File: src/rtl/card_dealer_pkg.sv
// Shared types and constants for the BlackJack card dealer: FSM encoding,
// deck geometry, LFSR taps and rank/value constants.
package card_dealer_pkg;

  typedef enum logic [1:0] {
    IDLE = 2'd0,
    EVAL = 2'd1,
    DONE = 2'd2
  } state_t;

  localparam int DECK_COPIES = 4;
  localparam int DECK_SIZE   = 52;
  localparam int NUM_RANKS   = 13;

  localparam int LFSR_W = 12;
  localparam int TAP_A  = 11;
  localparam int TAP_B  = 5;
  localparam int TAP_C  = 3;
  localparam int TAP_D  = 0;

  localparam logic [3:0] ACE        = 4'd1;
  localparam logic [3:0] JACK       = 4'd11;
  localparam logic [3:0] QUEEN      = 4'd12;
  localparam logic [3:0] KING       = 4'd13;
  localparam logic [3:0] FACE_VALUE = 4'd10;

  // Blackjack value of a rank: Ace counts 1 here, court cards count 10.
  function automatic logic [3:0] card_value(input logic [3:0] rank);
    return (rank >= JACK) ? FACE_VALUE : rank;
  endfunction

endpackage

File: src/rtl/card_lfsr.sv
// 12-bit Fibonacci LFSR with seed load (priority) and advance enables.
// An all-zero seed is replaced by LFSR_INIT so the register never locks up.
module card_lfsr
  import card_dealer_pkg::*;
#(
  parameter int                SEED_W    = 12,
  parameter logic [LFSR_W-1:0] LFSR_INIT = 12'hACE
) (
  input  logic              clk_2K,
  input  logic              i_ResetNeg,
  input  logic [SEED_W-1:0] seed,
  input  logic              load,
  input  logic              advance,
  output logic [3:0]        low_nibble
);

  logic [LFSR_W-1:0] lfsr;
  logic [LFSR_W-1:0] seed12;
  logic              feedback;

  if (SEED_W >= LFSR_W) begin : g_seed_trim
    assign seed12 = seed[LFSR_W-1:0];
  end else begin : g_seed_pad
    assign seed12 = {{(LFSR_W-SEED_W){1'b0}}, seed};
  end

  assign feedback   = lfsr[TAP_A] ^ lfsr[TAP_B] ^ lfsr[TAP_C] ^ lfsr[TAP_D];
  assign low_nibble = lfsr[3:0];

  // NOTE: state registers use non-blocking assignments so every flop samples
  // pre-edge values regardless of process ordering.
  always_ff @(posedge clk_2K or posedge i_ResetNeg) begin
    if (i_ResetNeg) begin
      lfsr <= LFSR_INIT;
    end else if (load) begin
      lfsr <= (seed12 == '0) ? LFSR_INIT : seed12;
    end else if (advance) begin
      lfsr <= {lfsr[LFSR_W-2:0], feedback};
    end
  end

endmodule

File: src/rtl/card_dealer.sv
// Pseudo-random card source: draws from a tracked 52-card deck using an
// LFSR candidate per cycle, rejecting out-of-range or exhausted ranks.
module card_dealer
  import card_dealer_pkg::*;
#(
  parameter int                SEED_W    = 12,
  parameter logic [LFSR_W-1:0] LFSR_INIT = 12'hACE
) (
  input  logic              clk_2K,
  input  logic              i_ResetNeg,
  input  logic [SEED_W-1:0] i_Seed,
  input  logic              i_SeedLoad,
  input  logic              i_DrawReq,
  input  logic              i_NewDeck,
  output logic [3:0]        o_Card,
  output logic [3:0]        o_CardValue,
  output logic              o_CardValid,
  output logic              o_Busy,
  output logic [5:0]        o_CardsLeft,
  output logic              o_DeckEmpty
);

  state_t     state, next_state;
  logic [3:0] cand;
  logic       cand_ok;
  logic       advance;
  logic       refill;
  logic       accept;
  logic [2:0] counts [NUM_RANKS];

  card_lfsr #(
    .SEED_W   (SEED_W),
    .LFSR_INIT(LFSR_INIT)
  ) u_lfsr (
    .clk_2K    (clk_2K),
    .i_ResetNeg(i_ResetNeg),
    .seed      (i_Seed),
    .load      (i_SeedLoad),
    .advance   (advance),
    .low_nibble(cand)
  );

  assign o_DeckEmpty = (o_CardsLeft == 6'd0);
  assign o_CardValid = (state == DONE);
  assign o_Busy      = (state == EVAL) || (state == DONE);

  // Candidate is usable only for ranks 1..13 that still have copies left.
  always_comb begin
    cand_ok = 1'b0;
    for (int r = 0; r < NUM_RANKS; r++) begin
      if (cand == 4'(r + 1) && counts[r] != 3'd0) cand_ok = 1'b1;
    end
  end

  always_ff @(posedge clk_2K or posedge i_ResetNeg) begin
    if (i_ResetNeg) state <= IDLE;
    else            state <= next_state;
  end

  // NOTE: every output of this block gets a default first, so no path can
  // leave a signal unassigned and infer a latch.
  always_comb begin
    next_state = state;
    advance    = 1'b0;
    refill     = 1'b0;
    accept     = 1'b0;
    case (state)
      IDLE: begin
        if (i_NewDeck) begin
          refill = 1'b1;
        end else if (i_DrawReq && !o_DeckEmpty) begin
          advance    = 1'b1;
          next_state = EVAL;
        end
      end
      EVAL: begin
        if (i_NewDeck) begin
          refill     = 1'b1;
          next_state = IDLE;
        end else if (cand_ok) begin
          accept     = 1'b1;
          next_state = DONE;
        end else begin
          advance = 1'b1;
        end
      end
      DONE: begin
        refill     = i_NewDeck;
        next_state = IDLE;
      end
      default: next_state = IDLE;
    endcase
  end

  // NOTE: the rank counts are only 13 small registers, so they take the
  // async reset like any other flop rather than being treated as a RAM.
  always_ff @(posedge clk_2K or posedge i_ResetNeg) begin
    if (i_ResetNeg) begin
      for (int r = 0; r < NUM_RANKS; r++) counts[r] <= 3'(DECK_COPIES);
      o_CardsLeft <= 6'(DECK_SIZE);
    end else if (refill) begin
      for (int r = 0; r < NUM_RANKS; r++) counts[r] <= 3'(DECK_COPIES);
      o_CardsLeft <= 6'(DECK_SIZE);
    end else if (accept) begin
      for (int r = 0; r < NUM_RANKS; r++) begin
        if (cand == 4'(r + 1)) counts[r] <= counts[r] - 3'd1;
      end
      o_CardsLeft <= o_CardsLeft - 6'd1;
    end
  end

  always_ff @(posedge clk_2K or posedge i_ResetNeg) begin
    if (i_ResetNeg) begin
      o_Card      <= 4'd0;
      o_CardValue <= 4'd0;
    end else if (accept) begin
      o_Card      <= cand;
      o_CardValue <= card_value(cand);
    end
  end

endmodule
File: config.mk
export PLATFORM = sky130hd
export DESIGN_NAME = card_dealer
export DESIGN_NICKNAME = d
export VERILOG_FILES = /design/src/rtl/card_dealer_pkg.sv /design/src/rtl/card_lfsr.sv /design/src/rtl/card_dealer.sv
export SDC_FILE = /design/constraint.sdc
export NUM_CORES = 1
export LEC_CHECK = 0
export BUFFER_PORTS_ARGS = -buffer_cell sky130_fd_sc_hd__buf_4
export CAP_MARGIN = 15
export CORE_ASPECT_RATIO = 1.5
export CORE_UTILIZATION = 40
export DETAILED_ROUTE_END_ITERATION = 6
export GPL_ROUTABILITY_DRIVEN = 0
export SLEW_MARGIN = 20
export SYNTH_ARGS = -nofsm -noshare
export SYNTH_HDL_FRONTEND = slang
export SYNTH_SLANG_ARGS = --single-unit
File: constraint.sdc
create_clock -name clk_2K -period 2.85 [get_ports clk_2K]
set_clock_uncertainty 0.1 [all_clocks]
set_input_delay 0.1425 -clock clk_2K [delete_from_list [all_inputs] [get_ports clk_2K]]
set_output_delay 0.1425 -clock clk_2K [all_outputs]
set_load 0.05 [all_outputs]
# --- After elaboration in Yosys (flattened, before gate mapping) ---
# Cells that the tools add are included.
classes:
  magnitude_cmp: 1
  reduce_logical: 62
  add_sub_neg: 14
  mux: 49
  bitwise_logic: 3
  eq_ne: 18
ops:
  columns: ["operator", "n"]
  rows:
  - ["2-to-1 mux 39 bit", 2]
  - ["2-to-1 mux 3 bit", 13]
  - ["nonzero test 3 bit", 13]
  - ["subtractor 3 x 1 -> 3 bit, second input constant", 13]
  - ["2-to-1 mux 12 bit", 3]
  - ["nonzero test 2 bit", 15]
  - ["AND reduction 2 bit", 13]
  - ["== test 4 bit, second input constant", 6]
  - ["2-to-1 mux 1 bit", 21]
  - ["== test 4 x 3 -> 1 bit, second input constant", 4]
  - ["logical AND 1 bit", 14]
  - ["logical NOT 12 bit", 1]
  - ["2-to-1 mux 6 bit", 2]
  - ["== test 4 x 2 -> 1 bit, second input constant", 2]
  - ["2-to-1 mux 2 bit", 4]
  - ["logical NOT 6 bit", 1]
  - ["subtractor 6 x 1 -> 6 bit, second input constant", 1]
  - ["== test 4 x 1 -> 1 bit, second input constant", 1]
  - ["greater-or-equal comparator 4 bit, second input constant", 1]
  - ["2-to-1 mux 4 bit", 1]
  - ["!= test 2 bit, second input constant", 2]
  - ["one-hot mux 1 bit (2 select lines)", 2]
  - ["one-hot mux 2 bit (2 select lines)", 1]
  - ["!= test 3 bit, second input constant", 1]
  - ["8 further kinds", 10]
totals:
  reg_bits: 67
  input_bits: 17
  output_inout_bits: 17

# --- Longest topological paths before layout ---
logic_depth:
  word_depth: 20
  ltp_mapped: 9
  depth_no_buf: 8

# --- By module ---
# A second synthesis with hierarchy kept.
unflattened:
  cells_unflattened: 396
  hier_area_um2: 3962.6
modules_own_cells:
  columns: ["mod", "cells_per_inst", "area_each_um2", "seq_area_each_um2", "n_inst"]
  rows:
  - ["card_dealer", 325, 3284.4, 1396.3, 1]
  - ["card_lfsr", 71, 678.2, 309.0, 1]

# --- Worst setup path before layout ---
# OpenSTA, ideal clock, no wires.
synth_path:
  kind: "register -> register"
  start: "register o_CardsLeft[0]"
  end: "register u_lfsr.lfsr[4]"
  path_buffers: 1
  synth_period_minus_slack_ns: 2.485
  setup_time_ns: 0.125
  arrival_time_ns: 2.260
  path_stages_with_launch: 8
  setup_slack_ns: 0.365
  path_cell_list: "dfrtp_1 -> inv_1 -> ha_1 -> a311oi_1 -> a21oi_1 -> o31ai_1 -> buf_4 -> mux2_2"
synth_via:
  elab_chain_len: 7
synth_lines:
  columns: ["element", "line_no", "text"]
  rows:
  - ["start, declared", "card_dealer.sv:19", "output logic [5:0] o_CardsLeft,"]
  - ["start signal, assigned", "card_dealer.sv:100", "o_CardsLeft <= 6'(DECK_SIZE);"]
  - ["start signal, assigned", "card_dealer.sv:103", "o_CardsLeft <= 6'(DECK_SIZE);"]
  - ["start signal, assigned", "card_dealer.sv:108", "o_CardsLeft <= o_CardsLeft - 6'd1;"]
  - ["logical NOT 6 bit", "card_dealer.sv:43", "assign o_DeckEmpty = (o_CardsLeft == 6'd0);"]
  - ["logical NOT 1 bit", "card_dealer.sv:71", "end else if (i_DrawReq && !o_DeckEmpty) begin"]
  - ["logical AND 1 bit", "card_dealer.sv:71", null]
  - ["2-to-1 mux 1 bit", "card_dealer.sv:71", null]
  - ["2-to-1 mux 1 bit", "card_dealer.sv:69", "if (i_NewDeck) begin"]
  - ["one-hot mux 1 bit (2 select lines)", "card_dealer.sv:67", "case (state)"]
  - ["nonzero test 2 bit (no line)", null, null]
  - ["end signal, assigned", "card_lfsr.sv:36", "lfsr <= (seed12 == '0) ? LFSR_INIT : seed12;"]
  - ["end signal, assigned", "card_lfsr.sv:38", "lfsr <= {lfsr[LFSR_W-2:0], feedback};"]
  - ["end, declared", "card_lfsr.sv:17", "logic [LFSR_W-1:0] lfsr;"]
# No other way between the ends.
# A chain may end at the register's enable or synchronous reset.

# --- Final worst setup path ---
layout_path:
  start: "register u_lfsr.lfsr[3]"
  end: "register counts[25] (netlist name)"
layout_via:
  elab_chain_len: 20
  elab_cells_between_ends: 45
  cone_classes: "eq/ne: 13; mux: 16; reduce/logical: 16"
layout_lines:
  columns: ["element", "line_no", "text"]
  rows:
  - ["== test 4 x 1 -> 1 bit", "card_dealer.sv:51", "if (cand == 4'(r + 1) && counts[r] != 3'd0) cand_ok = 1'b1;"]
  - ["logical AND 1 bit", "card_dealer.sv:51", null]
  - ["2-to-1 mux 1 bit (13 in a row)", "card_dealer.sv:51", null]
  - ["2-to-1 mux 1 bit", "card_dealer.sv:80", "end else if (cand_ok) begin"]
  - ["2-to-1 mux 1 bit", "card_dealer.sv:77", "if (i_NewDeck) begin"]
  - ["2-to-1 mux 1 bit", "card_dealer.sv:67", null]
  - ["nonzero test 2 bit (no line)", null, null]
  - ["AND reduction 2 bit (no line) *", null, null]
  - ["end signal, assigned by index", "card_dealer.sv:106", "if (cand == 4'(r + 1)) counts[r] <= counts[r] - 3'd1;"]
  - ["end, declared", "card_dealer.sv:29", "logic [2:0] counts [NUM_RANKS];"]
# Every way passes the cells marked *; elsewhere a longest branch is shown, timed or not.

==> results_dict.tcl <==
set metrics [dict create \
    setup_viol_count_final 0 \
    regToRegEndpoint "counts[25]" \
    cts_root_buf "clkbuf_16" \
    total_via_count_in_the_routed_design 2951 \
    power-per-cell-area_nw_per_um2 909.8 \
    vias_per_cell 5.298 \
    later_pin_clock_latency_in_the_skew_report_ps 340 \
    fmaxAchievable_ghz 0.3728 \
    ys_async_sr_fraction_pct 100.0 \
    power_leakage_nw 2.437 \
    postLayoutCellArea_um2 4683 \
    worstPathArrival_ps 2770 \
    criticalPathCategory "reg2reg" \
    critPathRequiredTime_ps 2940 \
    design.die.area_um2 10220 \
    antenna_found_initial 0 \
    floorplan.io_pins 34 \
    timing.final.crit_share_pct 94.12 \
    numPortBuffers 33 \
    maxcap_violations 0 \
    synthCells 396 \
    synth_top_cell_by_area "dfrtp_1" \
    overflow 0 \
    crit_path_end_kind "register" \
    detail_route.iter0.violations 127 \
    vdd.ir_drop.worst_mv 0.6264 \
    syn_to_final_growth_pct 19.28 \
    synth_enable_flop_cells 0 \
    drcViolationCount 0 \
    postRouteAntennaNets 0 \
    drive_gt1_share_pct 24.04 \
    register_area_um2 1705 \
    yosys_most_used_dff "dfrtp_1" \
    diodes 0 \
    synth_area_leaders "dfrtp_1 (28%), dfstp_2 (15%), mux2i_1 (14%)" \
    critical_register_to_register_path_startpoint "u_lfsr.lfsr[3]" \
    timing.final.crit_period_ps 2683 \
    run_status "finished clean" \
    min-delay-start "i_Seed[2]" \
    placement.cell_area_um2 4369 \
    num-fill-cells 869 \
    cts_tree "built" \
    post-cts-setup-buffers 0 \
    track_usage_pct 19.23 \
    r2r_cells 7 \
    drt-total-wl_mm 8.752 \
    synth.top_cell.area_share_pct 28.04 \
    synth.avg_cell_area_um2 9.915 \
    placeableCoreArea_um2 9415 \
    grt_pass1_wl_mm 15.32 \
    synth_area_um2 3926 \
    hold_slack_ps 22.77 \
    grt_start_max_net_pins 39 \
    worstHoldPathCells 3 \
    cts_buffers 9 \
    site_rows 43 \
    area_of_the_multi_input_gates_um2 1936 \
    layout.nets 488 \
    synth_seq_area_share_pct 43.44 \
    dieWidth_um 82.90 \
    clk_transition_reported_paths_ps 60 \
    max-slew-margin-rel_pct 45.78 \
    layout.cells.most_common_list "inv_1 (54), mux2i_1 (54), buf_4 (52)" \
    synth_fp_nets 444 \
    critical_path.max_fanout 20 \
    initial_core_util_pct 41.70 \
    clock_path_buffers 2 \
    kind_of_start_point_of_the_critical_path "register" \
    place_hpwl_mm 6.343 \
    synthesis.yosys.warnings 0 \
    clock_tree.htree_level_count 3 \
    die_span_in_y_um 123.3 \
    synth_cell_types 43 \
    setup_total_negative_slack_ps 0 \
    clkSinkCount 67 \
    hold_vio_cnt_final 0 \
    routedWlPerCell_um 15.71 \
    min_delay_path_class "in2reg" \
    r2r_slack_ps 170 \
    first_global_vias 3265 \
    holdPathEnd "u_lfsr.lfsr[2]" \
    worst_pin_slew_ps 812.1 \
    ys_seq_elements 67 \
    detailedRoute.firstPassIterationCount 4 \
    rsz_0062_raised_after_global_routing "false" \
    slew_viol_final 0 \
]
==> per-layer routing <==
layer  routed length (um)  vias to the layer above  global-route usage, %
li1                     -                     1450                      -
met1                 3506                     1423                  20.08
met2                 4720                       55                  36.12
met3                  220                       23                  3.204
met4                  304                        0                  11.53
met5                    0                        -                      0
==> worst max-delay path, stage by stage, from the launching register on <==
cell	delay (ps)
dfstp_2	690
buf_4	180
inv_1	80
o32a_1	380
o211ai_1	310
buf_4	330
o21ai_0	270
mux2i_1	190
==> state kept, by name, indices dropped and copies added, names as in the netlist <==
register / count
o_Card: 4
o_CardsLeft: 6
o_CardValue: 4
u_lfsr.lfsr: 12
state: 2
counts: 39
==> power by group <==
part | leakage (nW) | switching (mW) | total, mW | internal, mW
Sequential | 0.825 | 0.196 | 1.38 | 1.19
Combinational | 1.48 | 1.14 | 1.79 | 0.649
Clock | 0.135 | 0.415 | 1.09 | 0.676
Total | 2.44 | 1.75 | 4.26 | 2.51
==> Yosys cell counts, types with 2 or more instances <==
cell,number
nor3b_1,4
clkbuf_1,12
nor4_1,9
nand2_1,39
mux2_2,12
a31oi_1,3
buf_4,3
xnor2_1,2
nor2b_1,4
inv_1,55
ha_1,31
nand2b_1,5
and3_1,2
nand3_1,3
mux2i_1,54
o211ai_1,2
dfstp_2,23
o32a_1,2
dfrtp_1,44
nor2_1,20
o22ai_1,7
buf_2,5
o21ai_1,4
o21ai_0,17
a21oi_1,4
o31ai_1,2
nor3_1,10
or4b_1,2
nand4_1,2
==> layout make-up <==
cell class | count | share of cell area [%]
flip-flops and latches | 67 | 36.41
well taps | 112 | 2.992
inverters | 55 | 4.408
repair buffers | 53 | 8.549
clock buffers | 10 | 4.889
clock inverters | 6 | 1.416
multi-input cells | 254 | 41.33
==> how the worst max path moves through the flow <==
stage,start,to,depth (start not counted)
floorplan,o_CardsLeft[0],u_lfsr.lfsr[4],7
global placement,counts[9],u_lfsr.lfsr[10],8
detailed placement,counts[9],u_lfsr.lfsr[5],8
CTS,u_lfsr.lfsr[3],counts[24],7
global route,u_lfsr.lfsr[3],counts[0],7
finish,u_lfsr.lfsr[3],counts[25],7
==> kinds of logic after synthesis <==
kind of cell               count (synthesis)  synth area share [%]
xor gates and xnor gates                   2                0.4462
DFF                                       67                 43.44
and+or+nand+nor                          103                 12.71
buffers and inverters                     75                 7.616
muxes                                     66                 17.21
AOI/OAI and AO/OA                         52                 8.700
adders and majority gates                 31                 9.879
==> per-stage QoR <==
stage | std cells | setup slack [ps] | power [mW] | utilization, %
global route | 557 | 20.88 | 4.514 | 49.74
finish | 557 | 167.4 | 4.261 | 49.74
global placement | 540 | 90.53 | 3.144 | 46.41
detailed placement | 540 | -29.27 | 3.168 | 46.41
CTS | 557 | 158.9 | 4.302 | 49.74
floorplan | 396 | 365.3 | 2.592 | -
==> timing repair <==
action,in CTS,in global routing
endpoints found under the setup margin,2,0
hold buffers,1,0
hold endpoints to repair,26,0
resized for setup,1,0
Note: power is estimated with default switching activity, not from simulation.
